### src/rtl/uart_tx_serializer.sv
// UART transmit serializer: start bit, D_BIT data bits LSB first, optional parity, stop bit(s).
// Define UART_TX_PARITY_EN to compile in the parity bit (even by default, PARITY_ODD=1 for odd).
module uart_tx_serializer #(
  parameter int D_BIT   = 8,
  parameter int SB_TICK = 16,
  parameter int OS_TICK = 16
`ifdef UART_TX_PARITY_EN
  , parameter bit PARITY_ODD = 1'b0
`endif
) (
  input  logic             clk,
  input  logic             reset,
  input  logic             s_tick,
  input  logic             tx_start,
  input  logic [D_BIT-1:0] tx_dato_in,
  output logic             tx,
  output logic             tx_done,
  output logic             tx_busy
);

  localparam int S_MAX = (OS_TICK > SB_TICK) ? OS_TICK : SB_TICK;
  localparam int SW    = (S_MAX > 1) ? $clog2(S_MAX) : 1;
  localparam int NW    = (D_BIT > 1) ? $clog2(D_BIT) : 1;
  localparam logic [SW-1:0] OS_LAST = SW'(OS_TICK - 1);
  localparam logic [SW-1:0] SB_LAST = SW'(SB_TICK - 1);
  localparam logic [NW-1:0] N_LAST  = NW'(D_BIT - 1);

  typedef enum logic [2:0] {
    IDLE,
    START,
    DATA,
`ifdef UART_TX_PARITY_EN
    PARITY,
`endif
    STOP
  } state_t;

  state_t           r_state, w_state;
  logic [SW-1:0]    r_s, w_s;
  logic [NW-1:0]    r_n, w_n;
  logic [D_BIT-1:0] r_b, w_b;
  logic             r_tx, w_tx;
  logic             r_done, w_done;
  logic             r_busy, w_busy;

`ifdef UART_TX_PARITY_EN
  // Parity is computed once from the accepted byte, so later input changes cannot leak in.
  logic r_par;
  always_ff @(posedge clk or posedge reset) begin
    if (reset)                           r_par <= 1'b0;
    else if (r_state == IDLE && tx_start) r_par <= (^tx_dato_in) ^ PARITY_ODD;
  end
`endif

  always_ff @(posedge clk or posedge reset) begin
    if (reset) begin
      r_state <= IDLE;
      r_s     <= '0;
      r_n     <= '0;
      r_b     <= '0;
      r_tx    <= 1'b1;
      r_done  <= 1'b0;
      r_busy  <= 1'b0;
    end else begin
      r_state <= w_state;
      r_s     <= w_s;
      r_n     <= w_n;
      r_b     <= w_b;
      r_tx    <= w_tx;
      r_done  <= w_done;
      r_busy  <= w_busy;
    end
  end

  always_comb begin
    w_state = r_state;
    w_s     = r_s;
    w_n     = r_n;
    w_b     = r_b;
    w_done  = 1'b0;
    case (r_state)
      IDLE: if (tx_start) begin
        w_b     = tx_dato_in;
        w_s     = '0;
        w_state = START;
      end
      START: if (s_tick) begin
        if (r_s == OS_LAST) begin
          w_s     = '0;
          w_n     = '0;
          w_state = DATA;
        end else w_s = r_s + 1'b1;
      end
      DATA: if (s_tick) begin
        if (r_s == OS_LAST) begin
          w_s = '0;
          w_b = r_b >> 1;
          if (r_n == N_LAST)
`ifdef UART_TX_PARITY_EN
            w_state = PARITY;
`else
            w_state = STOP;
`endif
          else w_n = r_n + 1'b1;
        end else w_s = r_s + 1'b1;
      end
`ifdef UART_TX_PARITY_EN
      PARITY: if (s_tick) begin
        if (r_s == OS_LAST) begin
          w_s     = '0;
          w_state = STOP;
        end else w_s = r_s + 1'b1;
      end
`endif
      STOP: if (s_tick) begin
        if (r_s == SB_LAST) begin
          w_s     = '0;
          w_state = IDLE;
          w_done  = 1'b1;
        end else w_s = r_s + 1'b1;
      end
      default: w_state = IDLE;
    endcase
  end

  // Line level is decoded from the next state so tx is a clean flop output.
  always_comb begin
    w_tx = 1'b1;
    case (w_state)
      START:   w_tx = 1'b0;
      DATA:    w_tx = w_b[0];
`ifdef UART_TX_PARITY_EN
      PARITY:  w_tx = r_par;
`endif
      default: w_tx = 1'b1;
    endcase
    w_busy = (w_state != IDLE);
  end

  assign tx      = r_tx;
  assign tx_done = r_done;
  assign tx_busy = r_busy;

endmodule

### config.mk
export PLATFORM = sky130hd
export DESIGN_NAME = uart_tx_serializer
export DESIGN_NICKNAME = d
export VERILOG_FILES = /design/src/rtl/uart_tx_serializer.sv
export SDC_FILE = /design/constraint.sdc
export NUM_CORES = 1
export LEC_CHECK = 0
export ABC_AREA = 1
export BUFFER_PORTS_ARGS = -buffer_cell sky130_fd_sc_hd__buf_2
export CAP_MARGIN = 20
export CORE_UTILIZATION = 55
export CTS_CLUSTER_SIZE = 20
export DETAILED_ROUTE_END_ITERATION = 8
export PLACE_DENSITY = 0.77
export REMOVE_ABC_BUFFERS = 1
export SYNTH_ARGS = -nofsm -noshare
export SYNTH_HDL_FRONTEND = slang
export SYNTH_SLANG_ARGS = --single-unit
### constraint.sdc
create_clock -name clk -period 1.9 [get_ports clk]
set_input_delay 0.38 -clock clk [delete_from_list [all_inputs] [get_ports clk]]
set_output_delay 0.38 -clock clk [all_outputs]
set_load 0.02 [all_outputs]
Word-level counts from Yosys, hierarchy flattened
Cells that the tools add are included.
Cells by class
  add/sub/neg operators: 2
  equality and inequality tests: 14
  mux-type cells: 27
  reduce and logical (&&, ||, !) cells: 9
Operators by type and width (number)
  $mux 3: 13
  $mux 8: 3
  $pmux 8 s2: 1
  $mux 4: 3
  $ne 2x2->1 const B: 6
  $pmux 3 s4: 1
  $eq 3x2->1 const B: 3
  $pmux 4 s2: 1
  $eq 3x1->1 const B: 2
  $pmux 3 s2: 1
  $reduce_and 6->1: 1
  $reduce_bool 2->1: 3
  $add 4x1->4 const B: 1
  $eq 4x4->1 const B: 1
  $reduce_and 4->1: 1
  $add 3x1->3 const B: 1
  $eq 3x3->1 const B: 1
  $logic_not 3->1: 1
  $mux 1: 3
  $reduce_and 3->1: 1
  $reduce_bool 3->1: 1
  $reduce_or 3->1: 1
  $ne 2x1->1 const B: 1
  $pmux 1 s2: 1
Word-level totals
  flip-flop bits (word level): 21
  input bits: 12
  output and inout port bits: 3
  logic and storage cells: 60

Logic depth before layout (Yosys ltp)
  depth in word-level cells: 7
  depth in mapped cells: 9
  depth with buffers taken out: 9

Worst setup path before layout
No wires, ideal clock.
  kind: reg-to-reg
  start: register r_n[0]
  end: register r_tx (netlist: tx)
  data arrival time: 1222 ps
  path slack: 602 ps
  stages on the path, launching flop included: 9
  buffers on the path: 0
  period minus slack after synthesis: 1298 ps
  path through: dfrtp_1 > ha_1 > ha_1 > nand3_1 > nor2_1 > nor2_2 > nand2_1 > nand2_1 > nand2_1
On the way
  longest elaborated chain between the ends: 7
RTL lines
  from (decl): line 40  | logic [NW-1:0] r_n, w_n;
  from (signal assigned): line 67  | r_n <= w_n;
  $eq 3x3->1 *: line 98  | if (r_n == N_LAST)
  $mux 3 *: line 98
  $mux 3 *: line 95  | if (r_s == OS_LAST) begin
  $mux 3 *: line 94  | DATA: if (s_tick) begin
  $pmux 3 s4 *: line 81  | case (r_state)
  $eq 3x2->1 / $eq 3x1->1 (equally long branches): line 129  | case (w_state)
  $pmux 1 s2 *: line 129
  named net w_tx: line 42  | logic r_tx, w_tx;
  to (signal assigned): line 69  | r_tx <= w_tx;
  to (decl): line 42
The timed path passes the listed nets; every way through them passes the cells marked *.
A chain may end at the register's enable or synchronous reset.

Final worst setup path
  start: register r_s[0]
  end: register r_tx (netlist: tx)
RTL lines
  from (decl): line 39  | logic [SW-1:0] r_s, w_s;
  from (signal assigned): line 66  | r_s <= w_s;
  $eq 4x4->1: line 95
  $mux 8: line 95
  $mux 8: line 94
  $pmux 8 s2: line 81
  named net w_b[0]: line 41  | logic [D_BIT-1:0] r_b, w_b;
  $pmux 1 s2: line 129
  named net w_tx: line 42
The timed path passes the listed nets, and every way through them passes these cells. The select of a mux whose other input is x is not followed.

==> impl_metrics.tcl <==
set metrics [dict create \
    clockRootBuffer "clkbuf_4" \
    mostFrequentLayoutCell "nand2_1" \
    finalSetupViolations 0 \
    stdcell_count 168 \
    num_rows 15 \
    reg2reg_to "tx" \
    drt_wl_total_mm 1.93 \
    avgViaCountPerCell 5.21 \
    clockBufferDepth 2 \
    gr-usage-all-layers_pct 21.7 \
    cp-end-kind "register" \
    rsz0062_at_grt "no" \
    crit_type "register to register" \
    power.density_mw_per_mm2 703 \
    insertion_delay_ns 0.29 \
    die_area_sq_mm 0.00219 \
    hp-class "input pin to asynchronous set/reset pin" \
    numCtsBuffers 3 \
    status "finished clean" \
    rr_startpoint "r_s[0]" \
    num_antenna_cells 0 \
    cts_hold_buf 0 \
    power.leakage_nw 0.637 \
    finalSetupTns_ns 0 \
    synth_top_flop_cell "dfrtp_1" \
    arrival_ns 1.75 \
    startpoint_type "register" \
    ioPinCount 15 \
    slew_viol_final 0 \
    start_util_pct 61.4 \
    crit_fanout 11 \
    firstDrtPassIters 4 \
    final_nets 159 \
    synth-seq-cells 21 \
    core_area_sq_mm 0.00180 \
    path_clk_slew_ns 0.11 \
    yosys.area.top_type "dfrtp_1" \
    placed_cells 164 \
    layout_common_cells "nand2_1 (32), dfrtp_1 (20), buf_2 (14)" \
    layout-drive-gt1-share_pct 25.9 \
    antenna_found_initial 0 \
    grt_overflow 0 \
    synth_cell_type_count 27 \
    synth_area_leaders "dfrtp_1 (45%), nand2_1 (11%), nand3_1 (5.4%)" \
    layout-area-overhead-vs-synth_pct 11.2 \
    multi_input_area_sq_um 507 \
    chipWidth_microns 46.8 \
    gp_congestion 0.859 \
    required_ns 2.14 \
    seqCellArea_sq_um 527 \
    fillers 156 \
    cts_tree "built" \
    reg2regPathDepth 8 \
    post-route-drc-count 0 \
    fp.dieH_microns 46.8 \
    hold_viol_final 0 \
    seq_area_frac_synth_pct 47.6 \
    cp-endpoint "tx" \
    drt_iter0_markers 19 \
    synth_top_area_share_pct 45.2 \
    syn_area_per_cell_sq_um 8.85 \
    postCtsSetupRepairBufs 0 \
    grt_pass1_wl_mm 3.37 \
    synthCells 125 \
    dr_total_vias 876 \
    io_buffers 14 \
    finalCriticalPeriod_ns 1.51 \
    synth_edf_count 0 \
    ys_warn_count 0 \
    grt_max_degree 22 \
    wl_per_cell_microns 11.5 \
    first_global_vias 834 \
    rrSetupSlack_ns 0.39 \
    htreeDepth 1 \
    synthArstFlopShare_pct 100 \
    fmax_ghz 0.663 \
    worst_clock_skew_ns 0.00361 \
    maxCapViolCount 0 \
    dp.final_hpwl_mm 1.51 \
    final.period_utilization_pct 79.4 \
    antenna_left 0 \
    syn_area_sq_mm 0.00111 \
    cts.sinks 21 \
    cts_resized 0 \
    peakVddDrop_v 0.000495 \
    setup.worst_path.start "r_s[0]" \
]
-- kinds of logic after synthesis --
family | share of synthesized area [%]
buf+inv | 6.56
flops | 47.6
fa+ha+maj | 3.39
other cells | 0.339
simple gates | 29.2
compound gates | 12.9
-- per-layer routing --
metal	track usage, %	up-vias	wire, microns
li1	-	448	-
met2	38.1	19	947
met1	26.5	407	898
met4	10.3	0	12
met3	2.69	2	72
met5	0	-	0
-- through the flow --
step	hold WS, ns	util [%]	setup slack, ns	total power (W)	area (sq um)
after global routing	0.0937	68.3	0.238	0.000917	1230
after detailed placement	0.418	66.8	0.405	0.000667	1200
after global placement	0.417	66.8	0.444	0.000661	1200
after floorplan	0.356	-	0.592	0.000623	1090
after CTS	0.0859	68.3	0.392	0.000873	1230
final	0.0833	68.3	0.391	0.000864	1230
-- synthesized netlist by cell type, types with 2 or more instances --
master	number
o21ai_1	2
nand4_1	2
nand2_1	32
nor2_2	2
dfrtp_1	20
inv_1	12
nand3b_1	2
nand3_2	2
nand2_2	3
nor2_1	8
o211ai_2	4
o21ai_0	6
nand3_1	12
inv_2	2
o211ai_1	2
ha_1	3
-- worst min-delay path by stage --
stage	to	slack (ns)	depth (start not counted)
2_1_floorplan	r_b[0]	0.36	1
3_3_place_gp	r_s[1]	0.42	3
3_5_place_dp	r_s[1]	0.42	3
4_1_cts	r_b[2]	0.09	3
5_1_grt	r_s[1]	0.09	3
6_report	r_b[2]	0.08	3
-- registers in the layout, indices dropped and copies added (netlist names) --
| signal | cells |
|---|---|
| r_b | 8 |
| tx_done | 1 |
| tx | 1 |
| tx_busy | 1 |
| r_state | 3 |
| r_n | 3 |
| r_s | 4 |
-- worst max-delay path, stage by stage, from the launching register on --
cell and delay (ns):
dfrtp_1 0.40, ha_1 0.24, nand3_2 0.12, nor2_2 0.16, nand2_2 0.22, nand3_1 0.12, nand2_1 0.08, nand3_1 0.07
nand2_1 0.05
-- report_power, final --
part / leakage (nW) / total, W / internal, W / switching (W)
Sequential: 0.272 / 0.000518 / 0.000493 / 0.0000249
Combinational: 0.350 / 0.000138 / 0.0000559 / 0.0000817
Clock: 0.0150 / 0.000209 / 0.0000816 / 0.000127
-- final cells by class --
class,instances,share of cell area (%)
inverters,15,4.98
repair buffers,15,6.31
multi-input cells,88,41.2
clock buffers,4,2.14
well taps,25,2.54
flip-flops and latches,21,42.8
No activity file was read; power rests on OpenSTA's default activity.
